<file path="config.mk">
export PLATFORM = sky130hd
export DESIGN_NAME = prescaled_mode_counter_flat
export DESIGN_NICKNAME = d
export VERILOG_FILES = /design/src/rtl/prescaled_mode_counter_if.sv /design/src/rtl/prescaled_mode_counter.sv /design/src/flat_wrapper.sv
export SDC_FILE = /design/constraint.sdc
export NUM_CORES = 1
export LEC_CHECK = 0
export ABC_AREA = 1
export CORE_UTILIZATION = 45
export DETAILED_ROUTE_END_ITERATION = 7
export MAX_ROUTING_LAYER = met4
export PLACE_DENSITY = 0.71
export SKIP_CTS_REPAIR_TIMING = 1
export SYNTH_ARGS = -nofsm -noshare
export SYNTH_HDL_FRONTEND = slang
export SYNTH_SLANG_ARGS = --single-unit
</file>
<file path="constraint.sdc">
create_clock -name clk_in -period 2.1 [get_ports clk_in]
set_input_delay 0.42 -clock clk_in [delete_from_list [all_inputs] [get_ports clk_in]]
set_output_delay 0.42 -clock clk_in [all_outputs]
set_load 0.05 [all_outputs]
</file>
<file path="src/rtl/prescaled_mode_counter_if.sv">
// Control and status bundle for prescaled_mode_counter.
// The master modport drives controls; the slave modport is the counter side.
interface prescaled_mode_counter_if #(
    parameter int OUT_WIDTH = 4
);
    logic                 en_in;
    logic                 dir_in;
    logic [1:0]           mode_in;
    logic                 load_in;
    logic [OUT_WIDTH-1:0] load_val_in;
    logic [OUT_WIDTH-1:0] out;
    logic                 tick_out;
    logic                 tc_out;
    logic                 dir_out;

    modport master (
        output en_in, dir_in, mode_in, load_in, load_val_in,
        input  out, tick_out, tc_out, dir_out
    );

    modport slave (
        input  en_in, dir_in, mode_in, load_in, load_val_in,
        output out, tick_out, tc_out, dir_out
    );
endinterface

</file>
<file path="src/rtl/prescaled_mode_counter.sv">
// Prescaled step counter with wrap / saturate / bounce modes, load, and strobes.
// state  | meaning
// B_UP   | bounce mode is currently stepping toward MAX
// B_DOWN | bounce mode is currently stepping toward MIN
module prescaled_mode_counter #(
    parameter int TIMING_SCALE = 24,
    parameter int OUT_WIDTH    = 4,
    parameter int MIN          = 0,
    parameter int MAX          = 2**OUT_WIDTH-1,
    parameter int STEP         = 1
) (
    input  logic                    clk_in,
    input  logic                    rst_in,
    prescaled_mode_counter_if.slave bus
);
    localparam int PW = $clog2(TIMING_SCALE) + 1;
    localparam int W  = OUT_WIDTH + 1;

    localparam logic [PW-1:0]        PRESC_LAST = PW'(TIMING_SCALE - 1);
    localparam logic [OUT_WIDTH-1:0] MIN_O      = OUT_WIDTH'(MIN);
    localparam logic [OUT_WIDTH-1:0] MAX_O      = OUT_WIDTH'(MAX);
    localparam logic [OUT_WIDTH-1:0] STEP_O     = OUT_WIDTH'(STEP);
    localparam logic [W-1:0]         MIN_X      = W'(MIN);
    localparam logic [W-1:0]         MAX_X      = W'(MAX);
    localparam logic [W-1:0]         STEP_X     = W'(STEP);

    typedef enum logic {B_UP = 1'b0, B_DOWN = 1'b1} bounce_t;

    bounce_t              b_state, b_next, b_eff;
    logic [PW-1:0]        presc;
    logic [OUT_WIDTH-1:0] cnt, step_val, dn_o, load_clamped;
    logic [W-1:0]         cnt_x, up_x;
    logic                 tick_int, step_tc, advance;
    logic                 under_lt, under_le, tick_r, tc_r, dir_r;

    assign tick_int = bus.en_in && (presc == PRESC_LAST);
    assign advance  = tick_int && !bus.load_in;

    always_ff @(posedge clk_in) begin
        if (rst_in)
            b_state <= B_UP;
        else if (advance)
            b_state <= b_next;
    end

    // Step arithmetic carries one extra bit so up/down bound checks cannot alias.
    always_comb begin
        cnt_x    = {1'b0, cnt};
        up_x     = cnt_x + STEP_X;
        dn_o     = cnt - STEP_O;
        under_lt = cnt_x <  (MIN_X + STEP_X);
        under_le = cnt_x <= (MIN_X + STEP_X);
        step_val = cnt;
        step_tc  = 1'b0;
        b_next   = b_state;
        case (bus.mode_in)
            2'b01: begin
                if (!bus.dir_in) begin
                    if (up_x >= MAX_X) begin
                        step_val = MAX_O;
                        step_tc  = (cnt != MAX_O);
                    end else begin
                        step_val = up_x[OUT_WIDTH-1:0];
                    end
                end else begin
                    if (under_le) begin
                        step_val = MIN_O;
                        step_tc  = (cnt != MIN_O);
                    end else begin
                        step_val = dn_o;
                    end
                end
            end
            2'b10: begin
                if (b_state == B_UP) begin
                    if (up_x >= MAX_X) begin
                        step_val = MAX_O;
                        step_tc  = 1'b1;
                        b_next   = B_DOWN;
                    end else begin
                        step_val = up_x[OUT_WIDTH-1:0];
                    end
                end else begin
                    if (under_le) begin
                        step_val = MIN_O;
                        step_tc  = 1'b1;
                        b_next   = B_UP;
                    end else begin
                        step_val = dn_o;
                    end
                end
            end
            default: begin
                if (!bus.dir_in) begin
                    if (up_x > MAX_X) begin
                        step_val = MIN_O;
                        step_tc  = 1'b1;
                    end else begin
                        step_val = up_x[OUT_WIDTH-1:0];
                    end
                end else begin
                    if (under_lt) begin
                        step_val = MAX_O;
                        step_tc  = 1'b1;
                    end else begin
                        step_val = dn_o;
                    end
                end
            end
        endcase

        b_eff = advance ? b_next : b_state;

        if (bus.load_val_in < MIN_O)
            load_clamped = MIN_O;
        else if (bus.load_val_in > MAX_O)
            load_clamped = MAX_O;
        else
            load_clamped = bus.load_val_in;
    end

    always_ff @(posedge clk_in) begin
        if (rst_in) begin
            presc  <= '0;
            cnt    <= MIN_O;
            tick_r <= 1'b0;
            tc_r   <= 1'b0;
            dir_r  <= 1'b0;
        end else begin
            dir_r <= (bus.mode_in == 2'b10) ? (b_eff == B_DOWN) : bus.dir_in;
            if (bus.load_in) begin
                presc  <= '0;
                cnt    <= load_clamped;
                tick_r <= 1'b0;
                tc_r   <= 1'b0;
            end else if (tick_int) begin
                presc  <= '0;
                cnt    <= step_val;
                tick_r <= 1'b1;
                tc_r   <= step_tc;
            end else begin
                if (bus.en_in)
                    presc <= presc + PW'(1);
                tick_r <= 1'b0;
                tc_r   <= 1'b0;
            end
        end
    end

    assign bus.out      = cnt;
    assign bus.tick_out = tick_r;
    assign bus.tc_out   = tc_r;
    assign bus.dir_out  = dir_r;
endmodule

</file>
<file path="src/flat_wrapper.sv">
// flat-port wrapper written by rule: the top's interface ports become plain ports
module prescaled_mode_counter_flat 
#(
    parameter int TIMING_SCALE = 24,
    parameter int OUT_WIDTH    = 4,
    parameter int MIN          = 0,
    parameter int MAX          = 2**OUT_WIDTH-1,
    parameter int STEP         = 1
)
  (clk_in, rst_in, bus_en_in, bus_dir_in, bus_mode_in, bus_load_in, bus_load_val_in, bus_out, bus_tick_out, bus_tc_out, bus_dir_out);
  prescaled_mode_counter_if #(.OUT_WIDTH(OUT_WIDTH)) bus_i ();
  input  logic clk_in;
  input  logic rst_in;
  input wire logic [$bits(bus_i.en_in)-1:0] bus_en_in;
  input wire logic [$bits(bus_i.dir_in)-1:0] bus_dir_in;
  input wire logic [$bits(bus_i.mode_in)-1:0] bus_mode_in;
  input wire logic [$bits(bus_i.load_in)-1:0] bus_load_in;
  input wire logic [$bits(bus_i.load_val_in)-1:0] bus_load_val_in;
  output wire logic [$bits(bus_i.out)-1:0] bus_out;
  output wire logic [$bits(bus_i.tick_out)-1:0] bus_tick_out;
  output wire logic [$bits(bus_i.tc_out)-1:0] bus_tc_out;
  output wire logic [$bits(bus_i.dir_out)-1:0] bus_dir_out;
  assign bus_i.en_in = bus_en_in;
  assign bus_i.dir_in = bus_dir_in;
  assign bus_i.mode_in = bus_mode_in;
  assign bus_i.load_in = bus_load_in;
  assign bus_i.load_val_in = bus_load_val_in;
  assign bus_out = bus_i.out;
  assign bus_tick_out = bus_i.tick_out;
  assign bus_tc_out = bus_i.tc_out;
  assign bus_dir_out = bus_i.dir_out;
  prescaled_mode_counter #(.TIMING_SCALE(TIMING_SCALE), .OUT_WIDTH(OUT_WIDTH), .MIN(MIN), .MAX(MAX), .STEP(STEP)) u_core (.clk_in(clk_in), .rst_in(rst_in), .bus(bus_i));
endmodule
</file>
# Word level (Yosys, flattened, before mapping)
# Cells that the tools add are included.
# totals
in_bits	11
register_bits	14
out_inout_bits	7
elab_cells	56
# op_classes
addsub	3
n_eq_ne	4
n_reduce_logical	8
order_cmp	6
n_mux	28
bitwise_logic	1
# ops
operator	n
$mux 4	11
$mux 1	15
$lt 4x1->1 const B	2
$pmux 4 s2	1
$add 6x1->6 const B	1
$eq 6x5->1 const B	1
$reduce_or 3->1	2
$add 4x1->5 const B	1
$ge 5x4->1 const B	1
$gt 5x4->1 const B	1
$gt 4x4->1 const B	1
$le 4x1->1 const B	1
$ne 4x4->1 const B	1
$reduce_bool 4->1	1
$sub 4x1->4 const B	1
$eq 2x1->1 const B	1
$eq 2x2->1 const B	1
$logic_and 1x1->1	2
$pmux 1 s2	1
$reduce_bool 2->1	1
$reduce_or 2->1	1
$logic_not 1->1	1
$not 1->1	1

# Depth between registers and ports, before layout
# logic_depth
word_depth	7
ltp_mapped	14
mapped_depth_nobuf	14

# Least setup slack after synthesis
# No wires, ideal clock.
# synth_path
path_kind	flip-flop to flip-flop
from	reg u_core.cnt[0] (netlist: u_core.bus.out[0])
to	reg u_core.cnt[1] (netlist: u_core.bus.out[1])
setup_slack_ns	0.113
path_stages_with_launch	14
setup_time_ns	0.114
synth_period_minus_slack_ns	1.987
n_path_buf	0
required_ns	1.986
arrival_time_ns	1.873
cell_sequence	dfxtp_1 inv_2 ha_1 nand3_1 nand2_2 nand2_4 inv_2 nand2_2 nand2_1 nand2_1 nand2_1 nand2_1 nand2_1 nand2_1
# synth_via
elab_chain_len	7
word_cells_on_any_way	16
classes_between	add/sub (2); order compare (4); mux (10)
# synth_lines
item	line	text
start: declaration	prescaled_mode_counter.sv:31	logic [OUT_WIDTH-1:0] cnt, step_val, dn_o, load_clamped;
start signal: assignment	prescaled_mode_counter.sv:133	cnt <= load_clamped;
start signal: assignment	prescaled_mode_counter.sv:138	cnt <= step_val;
$add 4x1->5	prescaled_mode_counter.sv:49	up_x = cnt_x + STEP_X;
$gt 5x4->1 or $ge 5x4->1 (tied branches)	prescaled_mode_counter.sv:95, prescaled_mode_counter.sv:59, prescaled_mode_counter.sv:76	
$mux 4, on equally long branches	prescaled_mode_counter.sv:95, prescaled_mode_counter.sv:59, prescaled_mode_counter.sv:76	
$mux 4, on equally long branches	prescaled_mode_counter.sv:94, prescaled_mode_counter.sv:75, prescaled_mode_counter.sv:58	
$pmux 4 s2 (*)	prescaled_mode_counter.sv:56	case (bus.mode_in)
$mux 4 (*)	prescaled_mode_counter.sv:136	end else if (tick_int) begin
$mux 4 (*)	prescaled_mode_counter.sv:131	if (bus.load_in) begin
# Every way passes the cells marked *; elsewhere a longest branch is shown, timed or not. The select of a mux whose other input is x is not followed.
# A chain may end at the register's enable or synchronous reset.

# Worst setup path after layout
# layout_path
from	reg u_core.cnt[3] (netlist: u_core.bus.out[3])
to	out bus_out[3]
# layout_lines
item	line	text
end: declaration	flat_wrapper.sv:19	output wire logic [$bits(bus_i.out)-1:0] bus_out;
# No word-level cell between the ends.

==> key figures <==
Setup path
  – Setup crit start kind: flop
  – CP Class: reg -> out
  – Required @ worst endpoint: 1680 ps
  – Worst setup EP type: output port
  – Slowest CP cell: clkdlybuf4s50_1
  – Crit-path cells: clkdlybuf4s50_1
  – Critical path buffer and inverter count: 1
  – Slowest cell delay on critical path: 800 ps
  – Worst-path maximum fanout: 2
  – Critical Path AT: 1440 ps
  – Top Family by Delay on Critical Path: buffers and inverters

STA
  – Worst slew margin: 0.6565
  – Clock Skew: 3.089 ps
  – Worst setup margin: 241.7 ps
  – Setup TNS Final: 0 ps
  – Final setup violation count: 0
  – Pins Over Slew Limit: 0
  – Final Cycle Share: 0.8849
  – Min Tclk post-route: about 1900 ps
  – Fmax: 0.5381 GHz
  – RSZ-0062 raised after global routing: no
  – Worst Tran Pin Value: 513.6 ps
  – Final Hold Viols: 0

Clocking
  – Clock-pin slew of the registers on the worst-case setup and hold paths: 90 ps
  – H-tree depth: 1
  – TritonCTS Buffers: 3
  – CTS max path bufs: 2
  – Sink Count: 14
  – Root Buffer: clkbuf_4
  – Clk Latency, worst-skew pair: 290 ps
  – CTS tree: yes

Yosys
  – Sequential share of the synthesized area: 0.2435
  – Post-synth EDFFs: 0
  – Ys flop type: dfxtp_1
  – Cell count after synthesis: 184
  – Cell variety after synth: 28
  – Syn Nets: 202
  – Synth async-reset ratio: 0
  – Syn avg cell area: 6.256 sq um
  – Netlist Area Pre-Place: 1151 sq um
  – YS warnings: 0
  – Synthesized flop and latch total: 14

Job
  – Max_cap viols: 0

Hold path
  – Worst Hold Class: reg -> reg

Global route
  – Met1 usage: 0.3152
  – Total track usage: 0.2367
  – Initial antenna violation count: 0
  – Vias in the first global route: 1058
  – Met3 global-route usage: 0.03478
  – Largest net degree at the start of global routing: 11
  – Global route hottest layer: met2
  – Met2 Usage GRT: 0.3544
  – GRT overflow: 0
  – Global-route wire length before repair: 4.643 mm

Pwr
  – Worst IR Drop VDD: between 0.3 and 0.4 mV
  – Static Leak: around 0.00072 uW
  – Power Total: 743.9 uW
  – Power per cell area: 526.2 nW/um^2

Layout
  – # diodes: 0
  – Final #Nets: 228
  – Layout overhead on the synthesized area: 22.83%
  – Layout cells sized above 1: 0.1770
  – Finished Core Util: 0.6098
  – Fin area: 1414 sq um

Floorplanning
  – # IOs: 18
  – Starting density of the core: 0.4965
  – Full die area: roughly 2800 sq um
  – Core ar.: 2318 sq um
  – Core Rows: 17
  – Die Y: 52.58 um
  – Die width: 52.58 um

Routing
  – DR vias/cell: 5.084
  – DRC: 0
  – WL final: about 2.8 mm
  – Routed len/inst: 11.75 um
  – ANT nets after route: 0
  – 1st-iter DRT viols: 41
  – DR vias: 1205
  – Initial DRT Pass Iterations: 4

Place
  – PortBufs: 17
  – Post-DP HPWL: 2.245 mm
  – RePlAce Congestion: a little under 1
  – Pre-CTS setup slack: 125.2 ps
  – DP Area: 1378 sq um

Outcome
  – Status: finished, final reports clean
cell usage after synthesis (2+ instances only):
master   number  area (sq um)
a21oi_1       9         45.04
dfxtp_1      14         280.3
ha_1          7         87.58
inv_1        17         63.81
inv_2         5         18.77
nand2_1      61         229.0
nand2_2       8         50.05
nand2_4       3         33.78
nand3_1      16         80.08
nand4_1       2         12.51
nor2_1       19         71.32
nor2_2        3         18.77
o21ai_0       3         15.01
xor2_1        3         26.28
through the flow:
step,std cells,hold slack (ps)
floorplan,184,453.8
global placement,233,470.8
detailed placement,233,498.8
CTS,237,506.2
global route,237,516.5
finish,237,505.6
flip-flops by register name (all words and copies together), names as in the netlist:
register / cells
u_core.presc: 6
u_core.bus.out: 4
u_core.b_state: 1
u_core.bus.dir_out: 1
u_core.bus.tc_out: 1
u_core.bus.tick_out: 1
final timing paths:
kind | from | end | slack [ps] | cells after the start
setup / recovery | u_core.bus.out[3] | bus_out[3] | 240 | 1
hold / removal | u_core.presc[0] | u_core.presc[0] | 510 | 1
setup reg to reg | u_core.bus.out[0] | u_core.bus.out[3] | 470 | 13
hold reg to reg | u_core.presc[0] | u_core.presc[0] | 510 | 1
cell usage in the layout, fill, tap and decap left out, drive strengths merged:
cell type / instances
a21oi: 9
buf: 9
clkbuf: 4
clkdlybuf4s50: 14
clkinv: 1
dfxtp: 14
ha: 7
inv: 22
mux2i: 1
nand2: 72
nand3: 17
nand3b: 1
nand4: 3
nor2: 23
nor3: 2
nor3b: 1
o211ai: 1
o21ai: 4
xnor2: 1
xor2: 3
layout make-up:
class,count,area (sq um)
inverter,23,86.33
sequential,14,280.3
fill,237,904.6
multi-input combinational,145,768.2
tap,28,35.03
clock buffer,4,36.28
timing repair buffer,23,207.7
power by group:
| part | internal, uW | switching [uW] |
|---|---|---|
| clock network | 106 | 97.8 |
| registers | 274 | 12.5 |
| logic | 94.6 | 159 |
cell families after synthesis:
| group | synth area share |
|---|---|
| buf+inv | 0.08912 |
| simple gates | 0.4859 |
| fa+ha+maj | 0.07608 |
| mux | 0.008696 |
| xor+xnor | 0.03044 |
| flops | 0.2435 |
| compound gates | 0.06630 |
metal layers:
metal  vias up  routed length [um]
li1        632                   -
met1       533                1392
met2        35                1257
met3         5                 100
met4         0                  34
met5         -                   0
No activity file was read; power rests on OpenSTA's default activity.
